`src/rtl/vec_sub_stream.sv`:
```
// Streaming element-wise saturating subtractor d = a - b with output skid buffering.
// Reports the L1 norm of the differences and a sticky saturation flag at vector end.
//
// state | meaning
// IDLE  | waiting for start; in_ready low
// RUN   | accepting pairs and emitting differences
// DONE  | one cycle; norm_valid high, norm/sat_flag final
module vec_sub_stream #(
    parameter int W  = 16,
    parameter int N  = 64,
    parameter int AW = W + $clog2(N)
) (
    input  logic          clk,
    input  logic          rst_n,
    input  logic          start,
    input  logic          in_valid,
    output logic          in_ready,
    input  logic [W-1:0]  a,
    input  logic [W-1:0]  b,
    output logic          out_valid,
    input  logic          out_ready,
    output logic [W-1:0]  d,
    output logic          out_last,
    output logic          busy,
    output logic          norm_valid,
    output logic [AW-1:0] norm,
    output logic          sat_flag
);

    localparam int CW = $clog2(N) + 1;
    localparam logic [CW-1:0] N_C    = CW'(N);
    localparam logic [CW-1:0] LAST_C = CW'(N - 1);

    typedef enum logic [1:0] {IDLE, RUN, DONE} state_t;

    state_t        state, state_nx;
    logic [CW-1:0] in_cnt, out_cnt;
    logic [AW-1:0] acc;
    logic          sat_acc;
    logic          skid_full, skid_last, skid_sat;
    logic [W-1:0]  skid_d;
    logic          out_sat;

    logic          in_hs, out_hs, start_ok;
    logic [W:0]    diff;
    logic          new_sat, new_last;
    logic [W-1:0]  new_d;
    logic [W:0]    d_abs;

    assign start_ok = (state == IDLE) && start;
    assign in_ready = (state == RUN) && (in_cnt < N_C) && !skid_full;
    assign in_hs    = in_valid && in_ready;
    assign out_hs   = out_valid && out_ready;

    // One extra bit makes overflow visible as a disagreement of the top two bits.
    assign diff     = {a[W-1], a} - {b[W-1], b};
    assign new_sat  = diff[W] ^ diff[W-1];
    assign new_d    = !new_sat ? diff[W-1:0] :
                      (diff[W] ? {1'b1, {(W-1){1'b0}}} : {1'b0, {(W-1){1'b1}}});
    assign new_last = (in_cnt == LAST_C);

    assign d_abs = d[W-1] ? (~{1'b1, d} + (W+1)'(1)) : {1'b0, d};

    assign busy       = (state != IDLE);
    assign norm_valid = (state == DONE);
    assign norm       = acc;
    assign sat_flag   = sat_acc;

    always_ff @(posedge clk or negedge rst_n) begin
        if (!rst_n) state <= IDLE;
        else        state <= state_nx;
    end

    always_comb begin
        state_nx = state;
        case (state)
            IDLE:    if (start) state_nx = RUN;
            RUN:     if (out_hs && out_cnt == LAST_C) state_nx = DONE;
            DONE:    state_nx = IDLE;
            default: state_nx = IDLE;
        endcase
    end

    always_ff @(posedge clk or negedge rst_n) begin
        if (!rst_n) begin
            in_cnt  <= '0;
            out_cnt <= '0;
            acc     <= '0;
            sat_acc <= 1'b0;
        end else if (start_ok) begin
            in_cnt  <= '0;
            out_cnt <= '0;
            acc     <= '0;
            sat_acc <= 1'b0;
        end else begin
            if (in_hs) in_cnt <= in_cnt + CW'(1);
            if (out_hs) begin
                out_cnt <= out_cnt + CW'(1);
                acc     <= acc + AW'(d_abs);
                sat_acc <= sat_acc | out_sat;
            end
        end
    end

    // Output register plus one-entry skid; the skid only fills while the output stalls.
    always_ff @(posedge clk or negedge rst_n) begin
        if (!rst_n) begin
            out_valid <= 1'b0;
            d         <= '0;
            out_last  <= 1'b0;
            out_sat   <= 1'b0;
            skid_full <= 1'b0;
            skid_d    <= '0;
            skid_last <= 1'b0;
            skid_sat  <= 1'b0;
        end else if (!out_valid || out_hs) begin
            if (skid_full) begin
                out_valid <= 1'b1;
                d         <= skid_d;
                out_last  <= skid_last;
                out_sat   <= skid_sat;
                skid_full <= 1'b0;
            end else if (in_hs) begin
                out_valid <= 1'b1;
                d         <= new_d;
                out_last  <= new_last;
                out_sat   <= new_sat;
            end else begin
                out_valid <= 1'b0;
            end
        end else if (in_hs) begin
            skid_full <= 1'b1;
            skid_d    <= new_d;
            skid_last <= new_last;
            skid_sat  <= new_sat;
        end
    end

endmodule

```
`config.mk`:
```
export PLATFORM = sky130hd
export DESIGN_NAME = vec_sub_stream
export DESIGN_NICKNAME = d
export VERILOG_FILES = /design/src/rtl/vec_sub_stream.sv
export SDC_FILE = /design/constraint.sdc
export NUM_CORES = 1
export LEC_CHECK = 0
export CORE_MARGIN = 5
export CORE_UTILIZATION = 30
export DETAILED_ROUTE_END_ITERATION = 16
export SETUP_SLACK_MARGIN = 0.15
export SLEW_MARGIN = 20
export SYNTH_ARGS = -nofsm -noshare
export SYNTH_HDL_FRONTEND = slang
export SYNTH_SLANG_ARGS = --single-unit
```
`constraint.sdc`:
```
create_clock -name clk -period 3.45 [get_ports clk]
set_input_delay 0.5175 -clock clk [delete_from_list [all_inputs] [get_ports clk]]
set_output_delay 0.5175 -clock clk [all_outputs]
set_load 0.02 [all_outputs]
```
==> metrics.txt <==
Tightest Hold Check Type in2async; Crit. End Element flip-flop; slew of the pin with the lowest slew margin 0.980 ns; nets@finish between 800 and 900; All-Layer GR Usage 0.139; H-tree levels 3; peak fanout along the critical path 6; share of the synthesized area in the top cell type 0.361; tightest hold margin approximately 0.18 ns; top cell types by occurrence after synthesis dfrtp_1 (77), nand2_1 (64), a21oi_1 (59); Mean Syn Cell Area between 8 and 9 um^2; global-route wire length before repair roughly 23,000 um; Layout Area Growth over Synthesis 32.9%; width of the die between 100 and 150 um; Core Footprint 0.0174 mm^2; residual DRC count 0; register-to-register setup slack around 0.21 ns; number of port buffers 80; Worst path max stage delay 0.56 ns; Die Y around 140 um; Critical Path Source d[6]; initial detailed-routing violation count around 270; Static Leak slightly above 3 nW; worst path cell trace or4_4 > nor2_2 > nand2_2 > o31ai_4 > xnor2_1 > ha_1 > a21o_1 > a21o_1 > a31o_2 > a21bo_2 > o21a_4 > or3_1 > a21oi_2; initial core utilization 0.308; Final Setup Violations 0; antenna violations before repair 0; synthesized cell area roughly 0.0053 mm^2; number of buffers on the longest clock path 2; die footprint 0.0206 mm^2; type of the worst setup path reg2reg; Synthesized Nets around 700; maximum clock frequency around 310 MHz; number of global-route vias before repair about 4,600; master cell of the clock root buffer clkbuf_16; data arrival time of the critical path 3.50 ns; startpoint type of the worst setup path flip-flop; crit path to norm[17]; routed wire length ~14,000 um; Critical R2R Launch d[6]; PnR Total Power 6.67 mW; main area contributors after synthesis dfrtp_1 (36%), ha_1 (8.9%), a21oi_1 (5.5%), xnor2_1 (4.6%), nand2_1 (4.5%); CTS clock-pin slew for the worst setup and hold paths 0.06 ns; mean number of vias per cell 5.00; most frequent cell after synthesis dfrtp_1; clk sink count 77; CP most frequent cell a21o_1; proportion of synthesized chip area in sequential cells 0.361; insertion delay to the later sink of the worst-skew pair 0.34 ns; pins over their slew limit 0; pre-CTS setup slack -0.0484 ns; detailed-router iteration count before antenna repair 4; CP max-delay cell or4_4; Power Dens Cells 941 mW/mm^2; run status completed; leftover overflow at the end of global routing 0; count of cells along the worst register-to-register path 13; Top-Level Pins 81; Max-Cap Viols 0; post-synthesis sequential element count 77; worst clock skew 0.00630 ns; setup repair after global routing missed its margin true; number of library cell types mapped by synthesis 64; WP data required around 3.7 ns; number of warnings printed during yosys synthesis 0; global placement routability congestion roughly 0.87; TritonCTS clock tree yes; instance count of the mapped netlist between 600 and 700; vias between 4,000 and 5,000; post-route fraction of the period consumed by the critical path 0.938; fraction of registers with async set/reset 1.00; number of placement rows 48; shortest clock period the worst path allows after layout around 3.2 ns; layout cells sized above 1 0.138; Post-synth EDFFs 0; slack of the critical path 0.213 ns; Total Neg Setup Slack 0 ns; antenna viol nets, final 0; library cell occupying the most area in the post-synthesis netlist dfrtp_1; largest net degree at the start of global routing between 70 and 80; antenna cell count 0; Slew Limit Headroom 0.346; prevailing post-synth register cell dfrtp_1; total CTS buffers 9; peak supply drop between 0.0004 and 0.0005 V; total count of hold-check failures in the final report 0; HPWL reported at the end of detailed placement about 11,000 um; endpoint of the most critical register-to-register path norm[17]; final routed wire length divided by cell count 15.0 um
==> worst min-delay path by stage <==
stage	end	depth (start not counted)
floorplan	d[0]	0
global placement	skid_d[12]	2
detailed placement	skid_d[13]	2
CTS	norm[8]	1
global route	norm[6]	1
finish	norm[6]	1
==> through the flow <==
step	cell area [um^2]	instances	utilization
3_3_place_gp	6580	931	0.379
5_1_grt	7090	957	0.409
2_1_floorplan	5340	614	-
4_1_cts	6910	948	0.398
3_5_place_dp	6580	931	0.379
6_report	7090	957	0.409
==> area by class of cell <==
type                            instances  area [um^2]
Inverter                               26         97.6
Fill cell                            1765        10300
Clock inverter                          5         60.1
Clock buffer                           11          233
Multi-Input combinational cell        489         3360
Tap cell                              225          282
Timing Repair Buffer                  124         1130
Sequential cell                        77         1930
==> layout by cell type, fill, tap and decap left out, types with 3 or more instances in the layout <==
cell type,count
a2111oi_0,4
a211oi_1,10
a21boi_1,3
a21o_1,11
a21oi_1,55
a21oi_2,4
a31oi_1,4
and2_1,8
and3_1,9
buf_4,44
clkbuf_16,9
clkdlybuf4s50_1,79
dfrtp_1,76
ha_1,37
inv_1,24
mux2i_1,3
nand2_1,63
nand2b_1,8
nand3_1,12
nand3b_1,8
nand4_1,3
nor2_1,54
nor2b_1,10
nor3_1,12
o21a_1,12
o21ai_0,38
o21ai_1,4
o31ai_1,8
o31ai_2,3
o41ai_2,3
or2_2,3
or3_1,6
xnor2_1,27
xor2_1,12
==> critical path, delay by kind of cell, from the launching register on <==
kind | cells | cell delay, ns
flops | 1 | 0.43
fa+ha+maj | 1 | 0.30
compound gates | 7 | 1.24
xor+xnor | 1 | 0.09
simple gates | 4 | 1.10
==> flip-flops by register name (all words and copies together) (netlist names) <==
name       count
norm          22
d             16
skid_d        16
in_cnt         7
out_cnt        7
state          2
out_last       1
out_sat        1
out_valid      1
sat_flag       1
skid_full      1
skid_last      1
skid_sat       1
==> cells by family (layout without fill, tap and decap cells) <==
family / after synthesis / in the layout / synth area share
AOI/OAI and AO/OA: 190 / 190 / 0.236
DFF: 77 / 77 / 0.361
buffers and inverters: 48 / 166 / 0.0352
muxes: 4 / 4 / 0.00844
other: 1 / 1 / 0.000703
xor gates and xnor gates: 40 / 40 / 0.0656
and+or+nand+nor: 214 / 214 / 0.197
adders and majority gates: 40 / 40 / 0.0966
==> per-layer routing <==
layer	up-vias	wire [um]	global-route usage
met5	-	0	0
met3	14	676	0.0216
met4	0	180	0.0357
met2	102	6770	0.228
met1	2241	6770	0.194
li1	2432	-	-
==> timing repair <==
item / 4_1_cts / 5_1_grt
hold buffers: 0 / 0
cloned: 0 / 0
endpoints found under the setup margin: 6 / 14
buffers inserted: 1 / 9
pin swaps: 1 / 8
resized for setup: 7 / 25
==> where the power goes <==
group / leakage, nW / internal (mW) / switching, mW
combinational: 2.01 / 1.95 / 2.10
clock: 0.140 / 0.564 / 0.396
sequential: 0.914 / 1.27 / 0.392
total: 3.07 / 3.78 / 2.89
(Power assumes the default switching activity.)
